### config.mk
export PLATFORM = sky130hd
export DESIGN_NAME = data_sampling_mv
export DESIGN_NICKNAME = d
export VERILOG_FILES = /design/src/rtl/data_sampling_mv.sv
export SDC_FILE = /design/constraint.sdc
export NUM_CORES = 1
export LEC_CHECK = 0
export CORE_ASPECT_RATIO = 1.75
export CORE_UTILIZATION = 35
export DETAILED_ROUTE_END_ITERATION = 12
export SLEW_MARGIN = 10
export SYNTH_ARGS = -nofsm -noshare
export SYNTH_HDL_FRONTEND = slang
export SYNTH_SLANG_ARGS = --single-unit
export TNS_END_PERCENT = 50
### constraint.sdc
create_clock -name CLK -period 1.7 [get_ports CLK]
set_clock_uncertainty 0.15 [all_clocks]
set_input_delay 0.51 -clock CLK [delete_from_list [all_inputs] [get_ports CLK]]
set_output_delay 0.51 -clock CLK [all_outputs]
set_load 0.02 [all_outputs]
### src/rtl/data_sampling_mv.sv
// Mid-bit majority-vote sampler for the UART RX datapath.
// Optional macro DATA_SAMP_SYNC_EN puts a 2-flop synchronizer (reset to 1) in front of RX_IN.
module data_sampling_mv #(
  parameter int unsigned PRESCALE_WIDTH = 6,
  parameter int unsigned SAMPLES        = 3
) (
  input  logic                      CLK,
  input  logic                      RST,
  input  logic                      RX_IN,
  input  logic                      dat_samp_en,
  input  logic [PRESCALE_WIDTH-1:0] Prescale,
  input  logic [PRESCALE_WIDTH-1:0] edge_cnt,
  output logic                      sampled_bit,
  output logic                      sample_valid,
  output logic                      noise_flag
);

  localparam int unsigned CW   = $clog2(SAMPLES + 1);
  localparam int unsigned HALF = SAMPLES >> 1;

  logic rx;

`ifdef DATA_SAMP_SYNC_EN
  logic [1:0] sync;

  // Idle-high synchronizer so reset never looks like a start bit.
  always_ff @(posedge CLK or negedge RST) begin
    if (!RST) sync <= 2'b11;
    else      sync <= {sync[0], RX_IN};
  end

  assign rx = sync[1];
`else
  assign rx = RX_IN;
`endif

  logic [PRESCALE_WIDTH-1:0] mid, w_first, w_last;
  logic                      in_win, is_first, is_last;

  assign mid      = Prescale >> 1;
  assign w_first  = mid - PRESCALE_WIDTH'(HALF);
  assign w_last   = mid + PRESCALE_WIDTH'(HALF);
  assign in_win   = (edge_cnt >= w_first) && (edge_cnt <= w_last);
  assign is_first = (edge_cnt == w_first);
  assign is_last  = (edge_cnt == w_last);

  logic [CW-1:0] ones, cnt, ones_n, cnt_n;
  logic [CW-1:0] ones_base, cnt_base, total;
  logic          bit_n, noise_n, valid_n;

  // The first window tick restarts the accumulator, dropping any stale partial.
  assign ones_base = is_first ? '0 : ones;
  assign cnt_base  = is_first ? '0 : cnt;
  assign total     = ones_base + CW'(rx);

  always_comb begin
    ones_n  = ones;
    cnt_n   = cnt;
    bit_n   = sampled_bit;
    noise_n = noise_flag;
    valid_n = 1'b0;
    if (!dat_samp_en) begin
      ones_n = '0;
      cnt_n  = '0;
    end else if (in_win) begin
      if (is_last) begin
        ones_n = '0;
        cnt_n  = '0;
        if (cnt_base == CW'(SAMPLES - 1)) begin
          valid_n = 1'b1;
          bit_n   = (total > CW'(HALF));
          noise_n = (total != '0) && (total != CW'(SAMPLES));
        end
      end else if (cnt_base < CW'(SAMPLES)) begin
        // Count saturates so repeated ticks can never wrap into a false completion.
        cnt_n  = cnt_base + CW'(1);
        ones_n = total;
      end else begin
        cnt_n  = cnt_base;
        ones_n = ones_base;
      end
    end
  end

  always_ff @(posedge CLK or negedge RST) begin
    if (!RST) begin
      ones         <= '0;
      cnt          <= '0;
      sampled_bit  <= 1'b1;
      noise_flag   <= 1'b0;
      sample_valid <= 1'b0;
    end else begin
      ones         <= ones_n;
      cnt          <= cnt_n;
      sampled_bit  <= bit_n;
      noise_flag   <= noise_n;
      sample_valid <= valid_n;
    end
  end

endmodule

==> results of run 1 <==
==> sequential cells by signal (all words and copies together), names as in the netlist <==
register,count
sampled_bit,1
sample_valid,1
noise_flag,1
ones,2
cnt,2
==> placed cells by master (no fill, tap or decap), types with 2 or more instances in the layout <==
cell type         n
dlygate4sd2_1     2
o2111ai_1         2
buf_2             3
inv_1             4
nor2_1            2
a21o_1            2
buf_6             4
xnor2_1           3
a21oi_1           3
nand3_1           2
nand3_2           5
nand2_1           8
xor2_1            3
clkdlybuf4s50_1   9
ha_4              3
clkbuf_4          3
mux2i_1           5
buf_8             2
ha_1             11
nor2_4            2
dfrtp_1           6
buf_4            21
==> metrics by stage <==
stage | hold WS [ns] | worst slack (ns)
finish | 0.366 | -0.858
global route | 0.387 | -0.929
CTS | 0.369 | -0.872
detailed placement | 0.364 | -1.72
global placement | 0.360 | -1.72
floorplan | 0.0644 | -1.02
==> logic make-up after synthesis <==
group,count (synthesis),synth area share
simple gates,31,0.211
fa+ha+maj,15,0.231
mux,6,0.0802
xor+xnor,7,0.0756
flops,7,0.218
buf+inv,8,0.0370
compound gates,16,0.147
==> repair_timing <==
action,4_1_cts,5_1_grt
hold buffers,0,0
cloned,0,0
setup endpoints to repair,10,8
resized for setup,46,5
setup buffers,3,0
pin swaps,18,7
==> how the worst max path moves through the flow <==
| stage | from | endpoint | slack, ns | depth (start not counted) |
|---|---|---|---|---|
| floorplan | Prescale[3] | sampled_bit | -1.02 | 13 |
| global placement | Prescale[2] | cnt[1] | -1.72 | 11 |
| detailed placement | Prescale[2] | cnt[0] | -1.72 | 11 |
| CTS | Prescale[1] | sampled_bit | -0.87 | 14 |
| global route | edge_cnt[0] | sampled_bit | -0.93 | 11 |
| finish | Prescale[1] | sampled_bit | -0.86 | 14 |
==> routing by layer <==
metal / vias up / routed length, um
met5: - / 0
met1: 385 / 659
met4: 0 / 77
met3: 6 / 44
met2: 18 / 1300
li1: 413 / -
==> critical path: stages <==
cell	delay, ns
buf_8	0.10
inv_4	0.05
ha_4	0.14
nand2_2	0.05
xor2_1	0.16
ha_1	0.32
nand3_2	0.09
or2_1	0.22
and2_4	0.15
ha_4	0.16
xor2_2	0.17
ha_2	0.18
nor2_1	0.04
mux2_4	0.25
==> final cells by class <==
| type | instances | share of cell area |
|---|---|---|
| inverters | 6 | 0.0187 |
| repair buffers | 42 | 0.274 |
| multi-input cells | 75 | 0.534 |
| clock buffers | 4 | 0.0196 |
| well taps | 24 | 0.0224 |
| flip-flops and latches | 7 | 0.132 |
==> report_power, final <==
group | total, W | internal, W | leakage (nW) | switching (W)
Combinational | 0.000307 | 0.000172 | 0.485 | 0.000135
Sequential | 0.000183 | 0.000175 | 0.0877 | 0.00000757
Clock | 0.000150 | 0.0000895 | 0.0150 | 0.0000601
Total | 0.000639 | 0.000436 | 0.588 | 0.000203
==> metrics.csv, run 1 <==
metric;value;unit
worst_setup_path_start_kind;input pin;
grt-ovfl-total;0;
use_met1;0.158;
arrival;2.58;ns
relSlewSlack;0.730;
start_util;0.378;
port_buffers;17;
drc_errors;0;
power;0.000639;W
worstReg2RegEnd;sampled_bit;
syn_to_final_growth;65.3;%
reg2reg_depth;4;
final_cells;158;
slew_violations;0;
crit_type;in -> reg;
yosysMostFrequentCell;ha_1;
synth-warning-count;0;
route.vias.total;822;
syn-cell-area;811;um^2
synth_area_leaders;ha_1 (23%), dfrtp_1 (19%), mux2i_1 (6.2%);
top_usage_layer;met2;
pin_count;19;
run_status;finished, violations left;
routed_wl;2.08;mm
r2r_start;cnt[1];
fp-row-count;22;
seq_area_frac_synth;0.218;
fin_setup_tns;-5.00;ns
die_x;38.4;um
hold_class;in -> async;
antenna_found_initial;0;
root_buffer;clkbuf_4;
synthArstFlopShare;1.00;
post_dp_cell_area;1210;um^2
viasPerCell;5.20;
period_needed;2.56;ns
synth-seq-cells;7;
cp_max_fo;3;
synth_edf_count;0;
rrSetupSlack;0.04;ns
rsz0062_at_grt;yes;
ant_nets;0;
dp_hpwl;1.77;mm
grtUsageMet3;0;
fin_ws;-0.858;ns
cp.required;1.72;ns
dp_cells;152;
wl_per_cell;13.2;um
cts_buffer_depth;2;
ys.flop_type;dfrtp_1;
cts.clk_slew.worst_paths;0.05;ns
yosys.area.top_type;ha_1;
drtIter0Drc;6;
diodes;0;
cts_num_sinks;7;
synthCells;90;
synth_area_per_cell;9.01;um^2
period_share;1.50;
grt_max_degree;8;
die_area;2520;um^2
cap_violations;0;
synth_nets;121;
max-vdd-ir-drop;0.187;mV
clk_latency;0.25;ns
endpoint_kind;register;
tritoncts;done;
fin_nets;166;
synth_cell_types;34;
violations;negative setup slack;
tightest_slew;0.401;ns
cts.htree.levels;1;
synth.top_cells.by_count;ha_1 (15), nand2_1 (9), dfrtp_1 (6), inv_1 (6), nand3_1 (6);
cts_made_buffers;3;
fin_area;1340;um^2
synth_top_area_frac;0.231;
grt_util_met2;0.411;
fillers;191;
power.leakage;0.588;nW
grt_pass1_vias;898;
hold_viol;0;
fp.dieH;65.7;um
grt_pass1_wl;3.53;mm
power.density;477;nW/um^2
dr.pass1.iters;4;
core_area;2150;um^2
setup_viol;7;
final_core_util;0.624;
grt_usage;0.198;
gp_congestion;0.744;
multi_input_area;716;um^2
regArea;176;um^2
layout-drive-gt1-share;0.448;
fmax;391;MHz
No activity file was read; power rests on OpenSTA's default activity.
==> run 2, diff against run 1 <==
- CORE_ASPECT_RATIO: 1.75 -> 1.1
==> run 2 against run 1 <==
Net effect: the run still ends with negative setup slack left; largest power group unchanged; highest routed layer unchanged; register-to-register slack better by 0.05 ns; cell area grew 3.7%; fmax grew 0.89%; sequential power hardly changed; clock-buffer cell count unchanged; first-iteration DRC count grew 50%.
==> metrics.csv, run 2 (synthesis results as in run 1) <==
metric;value;unit;change
run_status;finished, violations left;;
violations;negative setup slack;;
setup_viol;7;;unchanged
routed_wl;2.34;mm;+12%
die_x;47.9;um;+25%
layout_common_cells;buf_4 (28), ha_1 (11), nand2_1 (8), clkdlybuf4s50_1 (8), dfrtp_1 (6);;
grt_max_degree;8;;unchanged
pin_count;19;;unchanged
tightest_slew;0.338;ns;-0.0622 ns
wl_met2;1.25;mm;-4.1%
final_common_cell;buf_4;;
route.vias.total;873;;+6.2%
fillers;185;;-3.1%
cts.clk_slew.worst_paths;0.06;ns;about the same
cp.required;1.74;ns;+0.02 ns
cap_violations;0;;unchanged
slew_violations;0;;unchanged
die_area;2510;um^2;-0.28%
grt_pass1_wl;3.60;mm;+2.2%
wl_met3;88;um;+100%
top_regs;cnt x2, ones x2;;
syn_to_final_growth;71.5;%;
fp.dieH;52.5;um;-20%
power.density;488;nW/um^2;+2.4%
dr.pass1.iters;4;;unchanged
cts_made_buffers;3;;unchanged
cts_buffer_depth;2;;unchanged
start_util;0.389;;+0.0113
fin_ws;-0.835;ns;+0.0225 ns
period_share;1.49;;-0.0133
fmax;394;MHz;+0.89%
ant_nets;0;;unchanged
root_buffer;clkbuf_4;;
rsz0062_at_grt;yes;;
gp_congestion;0.821;;+10%
core_area;2080;um^2;-2.9%
antenna_found_initial;0;;unchanged
cts.htree.levels;1;;unchanged
wl_per_cell;14.0;um;+6.4%
relSlewSlack;0.774;;+0.0436
grt_pass1_vias;849;;-5.5%
viasPerCell;5.23;;+0.48%
drc_errors;0;;unchanged
hold_class;in -> async;;
fin_hold_ws;0.358;ns;-0.00752 ns
final_core_util;0.667;;+0.0427
drtIter0Drc;9;;+3
cts_num_sinks;7;;unchanged
power.leakage;0.612;nW;+4.2%
tritoncts;done;;
fp-row-count;17;;-23%
port_buffers;17;;unchanged
wl_met1;963;um;+46%
cp_max_fo;3;;unchanged
worst_setup_path_start_kind;input pin;;
top_layer_used;met4;;
fin_nets;171;;+3.0%
endpoint_kind;register;;
layout-drive-gt1-share;0.468;;+0.0199
crit_type;in -> reg;;
dp_hpwl;1.74;mm;-1.8%
hold_viol;0;;unchanged
period_needed;2.54;ns;-0.0225 ns
diodes;0;;unchanged
arrival;2.58;ns;about the same
grt_usage;0.207;;+0.00921
grt-ovfl-total;0;;unchanged
clk_latency;0.26;ns;about the same
max-vdd-ir-drop;0.295;mV;+57%
==> run 2: cell count changes in the layout (fill, tap and decap cells not counted), sizes merged <==
| cell | delta |
|---|---|
| buf | +5 |
| clkdlybuf4s50 | -1 |
| dlygate4sd2 | +1 |
==> run 2: path summary, 6_finish.rpt <==
kind / startpoint / endpoint / slack, ns / cells after the start
setup / recovery: edge_cnt[0] / sampled_bit / -0.84 / 11
hold / removal: RST / ones[1] / 0.36 / 1
setup reg to reg: cnt[0] / sampled_bit / 0.09 / 3
hold reg to reg: noise_flag / noise_flag / 0.39 / 2
max in group asynchronous: RST / sampled_bit / 0.75 / 1
min in group CLK: noise_flag / noise_flag / 0.39 / 2
==> run 2: worst max-delay path, stage by stage <==
cell             delay [ns]
clkdlybuf4s50_1        0.45
inv_1                  0.04
ha_1                   0.31
nand3_2                0.10
or2_1                  0.25
and2_4                 0.16
ha_4                   0.17
xor2_4                 0.16
ha_4                   0.15
nor2_2                 0.03
mux2_4                 0.26
==> run 2: layout make-up <==
cell class,instances,area [um^2],share of cell area
Clock buffer,4,26.3,0.0189
Multi-Input combinational cell,75,736,0.529
Sequential cell,7,176,0.127
Tap cell,28,35.0,0.0252
Timing Repair Buffer,47,392,0.282
Inverter,6,25.0,0.0180
==> run 2: report_power, final <==
part	internal (W)	total, W	switching (W)
registers	0.000175	0.000181	0.00000640
logic	0.000181	0.000328	0.000147
clock network	0.0000907	0.000170	0.0000790
total	0.000446	0.000679	0.000233
==> run 2: per-layer routing <==
layer	global-route usage	vias up
li1	-	422
met1	0.230	420
met2	0.378	23
met3	0.0379	8
met4	0.0648	0
met5	0	-
==> run 2: stage by stage <==
stage | setup slack, ns | cell area (um^2) | setup TNS, ns | total power (W) | cells
6_report | -0.835 | 1390 | -5.04 | 0.000679 | 167
5_1_grt | -0.917 | 1390 | -5.67 | 0.000714 | 167
4_1_cts | -0.814 | 1380 | -4.95 | 0.000664 | 167
3_5_place_dp | -1.70 | 1240 | -10.91 | 0.000461 | 159
3_3_place_gp | -1.67 | 1240 | -10.63 | 0.000455 | 159
2_1_floorplan | -1.02 | 870 | -5.66 | 0.000330 | 90
==> run 2: repair_timing <==
action                     in CTS  in global routing
setup endpoints to repair      10                  7
hold buffers                    0                  0
gates resized for setup        48                  3
buffers inserted                4                  0
pin swaps                      19                  2
